## src/rtl/spi_cmd_sequencer.sv

```systemverilog
// spi_cmd_sequencer: synchronises the SPI instruction-register strobe, captures
// and decodes each new instruction, and sequences arm / trigger / readout /
// core-reset controls toward the analog front end. Status is returned as reg4.
// Optional readout watchdog: define SPI_CMD_TIMEOUT_EN to build it.
module spi_cmd_sequencer #(
  parameter int SYNC_STAGES      = 2,
  parameter int RST_PULSE_CYCLES = 16,
  parameter int TIMEOUT_CYCLES   = 4096
) (
  input  logic       iclk,
  input  logic       rst,
  input  logic [7:0] instruction,
  input  logic [7:0] trigger_channel_mask,
  input  logic [7:0] mode,
  input  logic       instr_wr,
  input  logic       ro_done,
  output logic       arm,
  output logic [7:0] trig_out,
  output logic       ro_start,
  output logic       core_rst,
  output logic [7:0] status
);

  typedef enum logic [1:0] {
    S_IDLE      = 2'd0,
    S_ARMED     = 2'd1,
    S_READOUT   = 2'd2,
    S_RST_PULSE = 2'd3
  } state_t;

  localparam logic [7:0] OP_START      = 8'h01;
  localparam logic [7:0] OP_STOP       = 8'h02;
  localparam logic [7:0] OP_SW_RESET   = 8'h03;
  localparam logic [7:0] OP_FORCE_TRIG = 8'h04;
  localparam logic [7:0] OP_READOUT    = 8'h05;
  localparam logic [7:0] OP_CLEAR      = 8'h06;

  localparam int             RCW      = (RST_PULSE_CYCLES > 1) ? $clog2(RST_PULSE_CYCLES) : 1;
  localparam logic [RCW-1:0] RST_LOAD = RCW'(RST_PULSE_CYCLES - 1);

  logic [SYNC_STAGES-1:0] sync_reg;
  logic                   sync_out;
  logic                   sync_prev_reg;
  logic                   sync_fall;

  logic       cmd_valid_reg;
  logic [7:0] cmd_reg;
  logic [7:0] mask_reg;
  logic       rearm_reg;

  state_t         state_reg;
  state_t         state_next;
  logic [RCW-1:0] rst_cnt_reg;
  logic           arm_reg;
  logic           core_rst_reg;
  logic           ro_start_reg;
  logic [7:0]     trig_out_reg;
  logic           illegal_reg;
  logic           drop_reg;
  logic           timeout_flag;

  logic cmd_legal;
  logic cmd_accept;
  logic cmd_go;
  logic do_stop_like;
  logic do_readout;
  logic do_force;
  logic do_clear;
  logic do_swreset;
  logic wd_expire;

  // mode[7:1] carry nothing for this block; TIMEOUT_CYCLES only matters with the watchdog
  logic unused_cfg;
  assign unused_cfg = &{1'b0, mode[7:1], (TIMEOUT_CYCLES > 0)};

  assign sync_out  = sync_reg[SYNC_STAGES-1];
  assign sync_fall = sync_prev_reg & ~sync_out;

  // Shift the asynchronous latch-enable through the synchroniser chain
  always_ff @(posedge iclk or posedge rst) begin
    if (rst) begin
      sync_reg      <= '0;
      sync_prev_reg <= 1'b0;
    end else begin
      sync_reg      <= {sync_reg[SYNC_STAGES-2:0], instr_wr};
      sync_prev_reg <= sync_out;
    end
  end

  // Latch closing (falling strobe) means the register contents are stable: capture them
  always_ff @(posedge iclk or posedge rst) begin
    if (rst) begin
      cmd_valid_reg <= 1'b0;
      cmd_reg       <= '0;
      mask_reg      <= '0;
      rearm_reg     <= 1'b0;
    end else begin
      cmd_valid_reg <= sync_fall;
      if (sync_fall) begin
        cmd_reg   <= instruction;
        mask_reg  <= trigger_channel_mask;
        rearm_reg <= mode[0];
      end
    end
  end

  // Classify the captured command against the current state
  always_comb begin
    cmd_legal  = 1'b1;
    cmd_accept = 1'b0;
    case (cmd_reg)
      OP_START:      cmd_accept = (state_reg == S_IDLE) || (state_reg == S_ARMED);
      OP_STOP:       cmd_accept = (state_reg != S_RST_PULSE);
      OP_SW_RESET:   cmd_accept = 1'b1;
      OP_FORCE_TRIG: cmd_accept = (state_reg == S_ARMED);
      OP_READOUT:    cmd_accept = (state_reg == S_IDLE) || (state_reg == S_ARMED);
      OP_CLEAR:      cmd_accept = 1'b1;
      default:       cmd_legal  = 1'b0;
    endcase
  end

  assign cmd_go       = cmd_valid_reg & cmd_legal & cmd_accept;
  assign do_readout   = cmd_go && (cmd_reg == OP_READOUT);
  assign do_force     = cmd_go && (cmd_reg == OP_FORCE_TRIG);
  assign do_clear     = cmd_go && (cmd_reg == OP_CLEAR);
  assign do_swreset   = cmd_go && (cmd_reg == OP_SW_RESET);
  assign do_stop_like = do_swreset || (cmd_go && (cmd_reg == OP_STOP));

`ifdef SPI_CMD_TIMEOUT_EN
  localparam int             TCW     = (TIMEOUT_CYCLES > 1) ? $clog2(TIMEOUT_CYCLES) : 1;
  localparam logic [TCW-1:0] WD_LAST = TCW'(TIMEOUT_CYCLES - 1);

  logic [TCW-1:0] wd_cnt_reg;
  logic           timeout_reg;

  // ro_done on the last watchdog cycle completes the readout normally
  assign wd_expire    = (state_reg == S_READOUT) && (wd_cnt_reg == WD_LAST) && !ro_done;
  assign timeout_flag = timeout_reg;

  // Watchdog counts cycles spent in READOUT and raises the sticky timeout flag
  always_ff @(posedge iclk or posedge rst) begin
    if (rst) begin
      wd_cnt_reg  <= '0;
      timeout_reg <= 1'b0;
    end else begin
      if ((state_reg == S_READOUT) && (state_next == S_READOUT)) begin
        wd_cnt_reg <= wd_cnt_reg + 1'b1;
      end else begin
        wd_cnt_reg <= '0;
      end
      if (wd_expire && !do_stop_like) begin
        timeout_reg <= 1'b1;
      end else if (do_clear) begin
        timeout_reg <= 1'b0;
      end
    end
  end
`else
  assign wd_expire    = 1'b0;
  assign timeout_flag = 1'b0;
`endif

  // Next state: autonomous exits first, an accepted command overrides them
  always_comb begin
    state_next = state_reg;
    case (state_reg)
      S_READOUT: begin
        if (ro_done) begin
          state_next = rearm_reg ? S_ARMED : S_IDLE;
        end else if (wd_expire) begin
          state_next = S_IDLE;
        end
      end
      S_RST_PULSE: begin
        if (rst_cnt_reg == '0) begin
          state_next = S_IDLE;
        end
      end
      default: ;
    endcase
    if (cmd_go) begin
      case (cmd_reg)
        OP_START:    state_next = S_ARMED;
        OP_STOP:     state_next = S_IDLE;
        OP_SW_RESET: state_next = S_RST_PULSE;
        OP_READOUT:  state_next = S_READOUT;
        default: ;
      endcase
    end
  end

  // State register, pulse counter, sticky flags and registered outputs
  always_ff @(posedge iclk or posedge rst) begin
    if (rst) begin
      state_reg    <= S_IDLE;
      rst_cnt_reg  <= '0;
      arm_reg      <= 1'b0;
      core_rst_reg <= 1'b0;
      ro_start_reg <= 1'b0;
      trig_out_reg <= '0;
      illegal_reg  <= 1'b0;
      drop_reg     <= 1'b0;
    end else begin
      state_reg    <= state_next;
      arm_reg      <= (state_next == S_ARMED);
      core_rst_reg <= (state_next == S_RST_PULSE);
      ro_start_reg <= do_readout;
      trig_out_reg <= do_force ? mask_reg : 8'h00;
      if (do_swreset) begin
        rst_cnt_reg <= RST_LOAD;
      end else if ((state_reg == S_RST_PULSE) && (rst_cnt_reg != '0)) begin
        rst_cnt_reg <= rst_cnt_reg - 1'b1;
      end
      if (cmd_valid_reg && !cmd_legal) begin
        illegal_reg <= 1'b1;
      end else if (do_clear) begin
        illegal_reg <= 1'b0;
      end
      if (cmd_valid_reg && cmd_legal && !cmd_accept) begin
        drop_reg <= 1'b1;
      end else if (do_clear) begin
        drop_reg <= 1'b0;
      end
    end
  end

  assign arm      = arm_reg;
  assign core_rst = core_rst_reg;
  assign ro_start = ro_start_reg;
  assign trig_out = trig_out_reg;
  assign status   = {2'b00, timeout_flag, drop_reg, illegal_reg, arm_reg, state_reg};

endmodule
```

## config.mk

```make
export PLATFORM = sky130hd
export DESIGN_NAME = spi_cmd_sequencer
export DESIGN_NICKNAME = d
export VERILOG_FILES = /design/src/rtl/spi_cmd_sequencer.sv
export SDC_FILE = /design/constraint.sdc
export NUM_CORES = 1
export LEC_CHECK = 0
export CAP_MARGIN = 20
export CORE_MARGIN = 2
export CORE_UTILIZATION = 35
export CTS_CLUSTER_DIAMETER = 30
export DETAILED_ROUTE_END_ITERATION = 8
export PLACE_DENSITY_LB_ADDON = 0.1
export SLEW_MARGIN = 20
export SYNTH_ARGS = -nofsm -noshare
export SYNTH_HDL_FRONTEND = slang
export SYNTH_SLANG_ARGS = --single-unit
```

## constraint.sdc

```tcl
create_clock -name iclk -period 1.8 [get_ports iclk]
set_input_delay 0.18 -clock iclk [delete_from_list [all_inputs] [get_ports iclk]]
set_output_delay 0.18 -clock iclk [all_outputs]
set_load 0.03 [all_outputs]
```

==> results.sh, run 1 <==
export IMPL_ys_warn_count=0
export IMPL_finalPower_mw=2.009
export IMPL_cts_tree="done"
export IMPL_die_area_um2=5794
export IMPL_synth_cell_types=46
export IMPL_cp_start_kind="flip-flop"
export IMPL_ff2ff_path_depth=4
export IMPL_num_io_pins=47
export IMPL_vias_per_cell=4.859
export IMPL_grt_max_degree=41
export IMPL_drcViolationCount=0
export IMPL_routedWlPerCell_um=13.35
export IMPL_syn_inst=154
export IMPL_maxCapViolations=0
export IMPL_routed_wirelength_mm=3.499
export IMPL_leakagePower_nw=0.9713
export IMPL_synth_most_common_cell="dfrtp_1"
export IMPL_tightest_slew_ns=0.5104
export IMPL_endpoint_kind="output pin"
export IMPL_overflow=0
export IMPL_rr_endpoint="state_reg[1]"
export IMPL_path_cells="clkdlybuf4s50_1"
export IMPL_path_delay_family="buffers and inverters"
export IMPL_critPathArrivalTime_ns=1.55
export IMPL_ys_ff_latch=40
export IMPL_tns_ns=0
export IMPL_clock_sinks=40
export IMPL_dr_pass1_iters=4
export IMPL_hp_class="in -> async"
export IMPL_worst_path_max_delay_cell="clkdlybuf4s50_1"
export IMPL_holdWs_ns=0.3034
export IMPL_chipHeight_um=76.12
export IMPL_place_port_buffers=36
export IMPL_fmax_ghz=0.5796
export IMPL_ys_top_cells_by_count="40 x dfrtp_1, 16 x mux2_2, 9 x and2_1, 9 x nand2_1, 7 x inv_1"
export IMPL_status="completed"
export IMPL_cp_depth=1
export IMPL_worst_path_max_fanout=8
export IMPL_finalWeightedCongestion=0.8479
export IMPL_drt_iter0_drc=66
export IMPL_grt_usage=0.1396
export IMPL_max_slew_margin=0.6597
export IMPL_vias=1273
export IMPL_clk_pin_slew_ns=0.08
export IMPL_initial_utilization=0.3587
export IMPL_r2r_slack_ns=0.24
export IMPL_cp_num_buf_inv=1
export IMPL_coreArea_um2=5075
export IMPL_placed_cell_area_um2=2236
export IMPL_antenna_found_initial=0
export IMPL_final_nets=221
export IMPL_r2r_start="cmd_reg[2]"
export IMPL_antennaDiodeCount=0
export IMPL_synth_edf_count=0
export IMPL_startpoint="state_reg[0]"
export IMPL_drive_above_1_share=0.1875
export IMPL_setup_viol=0
export IMPL_avgSynthCellArea_um2=11.82
export IMPL_post_route_util=0.4583
export IMPL_period_needed_ns=1.725
export IMPL_slew_viol_final=0
export IMPL_yosysSeqAreaShare=0.5498
export IMPL_cts_buffers=5
export IMPL_hold_violations=0
export IMPL_grt_pass1_wl_mm=6.341
export IMPL_vdd_drop_max_mv=0.3861
export IMPL_ys_top_cells_by_area="dfrtp_1 55%, mux2_2 9.9%, and2_1 3.1%"
export IMPL_synthArstFlopShare=1.000
export IMPL_synth_top_area_frac=0.5498
export IMPL_required_ns=1.62
export IMPL_rows=26
export IMPL_slowest_delay_ns=0.73
export IMPL_final_cell_area_um2=2326
export IMPL_ant_nets=0
export IMPL_grt_pass1_vias=1296
export IMPL_min_period_over_period=0.9586
export IMPL_netlist_area_um2=1820
export IMPL_synth_top_cell_by_area="dfrtp_1"
export IMPL_rsz0062_at_grt="false"
export IMPL_powerDensity_nw_per_um2=863.8
export IMPL_skew_ns=0.003236
export IMPL_critPathCapture="status[0]"
export IMPL_synth_ff_type="dfrtp_1"
export IMPL_syn2layout_area_growth_pct=27.77
export IMPL_clk_latency_ns=0.29
export IMPL_cts_buffer_depth=2
export IMPL_path_class="reg -> out"
export IMPL_hpwlAfterDp_mm=2.440
export IMPL_cts_root_buf="clkbuf_8"
export IMPL_ctsHtreeMaxLevel=2
export IMPL_fp_dieW_um=76.12
[cell type report]
class	instances	area [µm²]
fill	469	2749
timing repair buffer	41	397.9
clock inverter	2	12.51
tap	70	87.58
inverter	7	26.28
sequential	40	1002
multi-input combinational	97	730.7
clock buffer	5	68.82
[power by group]
| part | internal, mW | switching [mW] | total, mW |
|---|---|---|---|
| clock network | 0.263 | 0.318 | 0.580 |
| logic | 0.186 | 0.185 | 0.371 |
| registers | 0.985 | 0.0723 | 1.06 |
[stage by stage]
step,worst slack [ns],instances
after floorplan,0.2928,156
after global placement,0.08945,254
after detailed placement,0.05973,254
after CTS,0.01694,261
after global routing,0.01349,262
final,0.07458,262
[placed cells by master (no fill, tap or decap), types with 2 or more instances in the layout]
cell and n:
nand2_1 9, o22a_1 2, inv_1 7, clkdlybuf4s50_1 36
nor4_4 2, o21ai_0 5, nand4b_1 2, a21oi_1 4
mux2_2 16, nor2_1 5, buf_4 5, clkbuf_8 5
a31oi_1 2, nor3_1 2, conb_1 3, nand4_1 2
nor4_1 5, xnor2_1 2, dfrtp_1 39, o211ai_1 2
and2_1 9
[repair_timing]
action | CTS | global route
endpoints found under the setup margin | 0 | 9
gates resized for setup | 0 | 1
buffers inserted | 0 | 1
hold buffers | 0 | 0
[cell families after synthesis]
family,after synthesis,synth area share
other cells,1,0.002060
buf+inv,19,0.05429
fa+ha+maj,1,0.006872
simple gates,48,0.1691
xor+xnor,3,0.01444
mux,16,0.09897
compound gates,26,0.1045
flops,40,0.5498
[per-layer routing]
layer  routed length (µm)  vias up  global-route usage
met2                 1631       33              0.2071
met3                  169        9             0.04147
met4                   81        0             0.06727
met1                 1616      620              0.1875
met5                    0        -                   0
li1                     -      611                   -
[worst min path at each step]
stage,startpoint,to,slack (ns),cells after the start
floorplan,instr_wr,sync_reg[0],0.21,0
global placement,sync_reg[0],sync_reg[1],0.34,0
detailed placement,sync_reg[0],sync_reg[1],0.34,0
CTS,instr_wr,sync_reg[0],0.31,1
global route,instr_wr,sync_reg[0],0.31,1
finish,rst,sync_reg[0],0.30,3
[worst reg2reg max path, cell delays in order, from the launching register on]
cell,delay [ns]
dfrtp_1,0.51
and2_1,0.25
a22o_1,0.30
nor4_1,0.25
a2bb2oi_1,0.18
Power figures use the tool's default switching activity.
==> run 2, diff against run 1 <==
--- a/config.mk
+++ b/config.mk
@@ -6,10 +6,11 @@
 export NUM_CORES = 1
 export LEC_CHECK = 0
 export CAP_MARGIN = 20
-export CORE_MARGIN = 2
+export CORE_MARGIN = 3
 export CORE_UTILIZATION = 35
 export CTS_CLUSTER_DIAMETER = 30
 export DETAILED_ROUTE_END_ITERATION = 8
+export DONT_BUFFER_PORTS = 1
 export PLACE_DENSITY_LB_ADDON = 0.1
 export SLEW_MARGIN = 20
 export SYNTH_ARGS = -nofsm -noshare
==> run 2 against run 1 <==
Largest cell class unchanged. Global-route usage decreased by 1.2 points. Largest power group unchanged. Clock skew increased by 0.0056 ns. Combinational power fell by 20%. Flip-flop and latch count did not move. Fmax is 6.8% higher. Sequential power hardly changed. Die area grew 5.3%. Setup slack better by 0.11 ns. Non-clock buffer count is 30 lower.
==> results.sh, run 2 (same netlist as run 1, synthesis figures left out) <==
export IMPL_cts_root_buf="clkbuf_8"
export IMPL_final_cell_area_um2=2053
export IMPL_fillers=482
export IMPL_coreArea_um2=4880
export IMPL_grt_pass1_vias=1205
export IMPL_rows=25
export IMPL_final_cell_mix="40 x dfrtp_1, 16 x mux2_2, 9 x nand2_1, 9 x and2_1, 8 x buf_4"
export IMPL_hold_violations=0
export IMPL_layout_commonest_cell="dfrtp_1"
export IMPL_cts_resized=0
export IMPL_ant_nets=0
export IMPL_antennaDiodeCount=0
export IMPL_routedWlPerCell_um=15.20
export IMPL_seqPwrFrac=0.503
export IMPL_switching_power_uw=566.0
export IMPL_cts_tree="done"
export IMPL_num_io_pins=47
export IMPL_leakagePower_nw=0.8853
export IMPL_hpwlAfterDp_mm=2.472
export IMPL_grt_pass1_wl_mm=5.961
export IMPL_fmax_ghz=0.6190
export IMPL_hp_class="in -> reg"
export IMPL_cts_buffer_depth=2
export IMPL_placed_cell_area_um2=1902
export IMPL_required_ns=1.97
export IMPL_pwr_share_comb=0.139
export IMPL_overflow=0
export IMPL_vdd_drop_max_mv=0.4797
export IMPL_r2r_slack_ns=0.18
export IMPL_antenna_found_initial=0
export IMPL_vias=1185
export IMPL_clk_latency_ns=0.29
export IMPL_ctsHtreeMaxLevel=2
export IMPL_routed_wirelength_mm=3.497
export IMPL_die_area_um2=6103
export IMPL_finalWeightedCongestion=0.9059
export IMPL_hold_path_end="mask_reg[4]"
export IMPL_hp_start="trigger_channel_mask[4]"
export IMPL_final_nets=191
export IMPL_status="completed"
export IMPL_dr_pass1_iters=4
export IMPL_initial_utilization=0.3731
export IMPL_setup_viol=0
export IMPL_power_frac_clock=0.358
export IMPL_max_slew_margin=0.6501
export IMPL_worst_path_max_fanout=10
export IMPL_chipHeight_um=78.12
export IMPL_syn2layout_area_growth_pct=12.78
export IMPL_tns_ns=0
export IMPL_drt_iter0_drc=132
export IMPL_maxCapViolations=0
export IMPL_hold_buffers=3
export IMPL_rr_endpoint="arm"
export IMPL_clk_pin_slew_ns=0.08
export IMPL_drive_above_1_share=0.2393
export IMPL_post_cts_buffers=0
export IMPL_path_class="reg -> reg"
export IMPL_vias_per_cell=5.152
export IMPL_cts_buffers=5
export IMPL_place_port_buffers=0
export IMPL_drcViolationCount=0
export IMPL_clock_sinks=40
export IMPL_fp_dieW_um=78.12
export IMPL_grt_max_degree=41
export IMPL_slew_viol_final=0
export IMPL_tightest_slew_ns=0.5251
export IMPL_period_needed_ns=1.616
export IMPL_ff2ff_path_depth=4
export IMPL_r2r_start="cmd_reg[1]"
export IMPL_switching_share=0.2641
export IMPL_intPower_mw=1.577
export IMPL_skew_ns=0.008817
export IMPL_rsz0062_at_grt="false"
export IMPL_cp_start_kind="flip-flop"
export IMPL_powerDensity_nw_per_um2=1044
export IMPL_critPathArrivalTime_ns=1.79
export IMPL_holdPathStages=1
export IMPL_endpoint_kind="flip-flop"
export IMPL_grt_usage=0.1275
export IMPL_min_period_over_period=0.8975
## run 2: changes by cell type in the layout (fill, tap and decap cells not counted)
cell / previous run / this run
bufinv_16: 0 / 1
clkbuf_8: 5 / 6
dlygate4sd3_1: 0 / 3
clkinv_2: 1 / 0
clkdlybuf4s50_1: 36 / 0
clkinvlp_4: 1 / 0
dfrtp_2: 1 / 0
dfrtp_1: 39 / 40
buf_4: 5 / 8
clkinv_4: 0 / 1
## run 2: area by class of cell
type	instances	area, µm²	share of cell area
clock buffers	6	82.58	0.04022
clock inverters	2	38.79	0.01889
multi-input cells	97	730.7	0.3559
repair buffers	11	90.09	0.04388
well taps	67	83.83	0.04083
inverters	7	26.28	0.01280
flip-flops and latches	40	1001	0.4875
## run 2: worst max-delay path, cell delays in order, from the launching register on
cell and delay, ns:
dfrtp_1 0.50, nor2_1 0.33, a22o_1 0.28, nor4_1 0.07
nor4_1 0.32
## run 2: worst max path at each step
| stage | from | to | slack [ns] | depth (start not counted) |
|---|---|---|---|---|
| after global routing | cmd_reg[1] | arm | 0.04 | 4 |
| final | cmd_reg[1] | arm | 0.18 | 4 |
| after global placement | cmd_reg[7] | trig_out[5] | 0.22 | 5 |
| after CTS | cmd_reg[7] | trig_out[1] | 0.18 | 5 |
| after detailed placement | cmd_reg[7] | trig_out[1] | 0.19 | 5 |
| after floorplan | state_reg[1] | arm | 0.29 | 5 |
## run 2: per-stage QoR
step | total power, mW | setup slack (ns) | instances | hold WS, ns | utilization
after detailed placement | 1.392 | 0.1904 | 219 | 0.2115 | 0.3897
final | 2.143 | 0.1844 | 230 | 0.03152 | 0.4208
after global placement | 1.379 | 0.2161 | 219 | 0.2115 | 0.3897
after floorplan | 1.335 | 0.2928 | 156 | 0.2114 | -
after CTS | 2.177 | 0.1757 | 230 | 0.02134 | 0.4208
after global routing | 2.275 | 0.03883 | 230 | 0.01219 | 0.4208
## run 2: power groups by stage
| stage | Sequential (mW) | Clock, mW | Combinational, mW |
|---|---|---|---|
| final | 1.08 | 0.768 | 0.298 |
| after global routing | 1.09 | 0.847 | 0.334 |
| after CTS | 1.08 | 0.798 | 0.301 |
| after detailed placement | 1.10 | 0 | 0.295 |
| after global placement | 1.09 | 0 | 0.286 |
| after floorplan | 1.06 | 0 | 0.274 |
## run 2: per-layer routing
metal / GRT usage / vias up / share of wire
li1: - / 552 / -
met1: 0.1575 / 577 / 0.42
met2: 0.1918 / 47 / 0.47
met3: 0.05849 / 9 / 0.091
met5: 0 / - / 0
met4: 0.05420 / 0 / 0.018
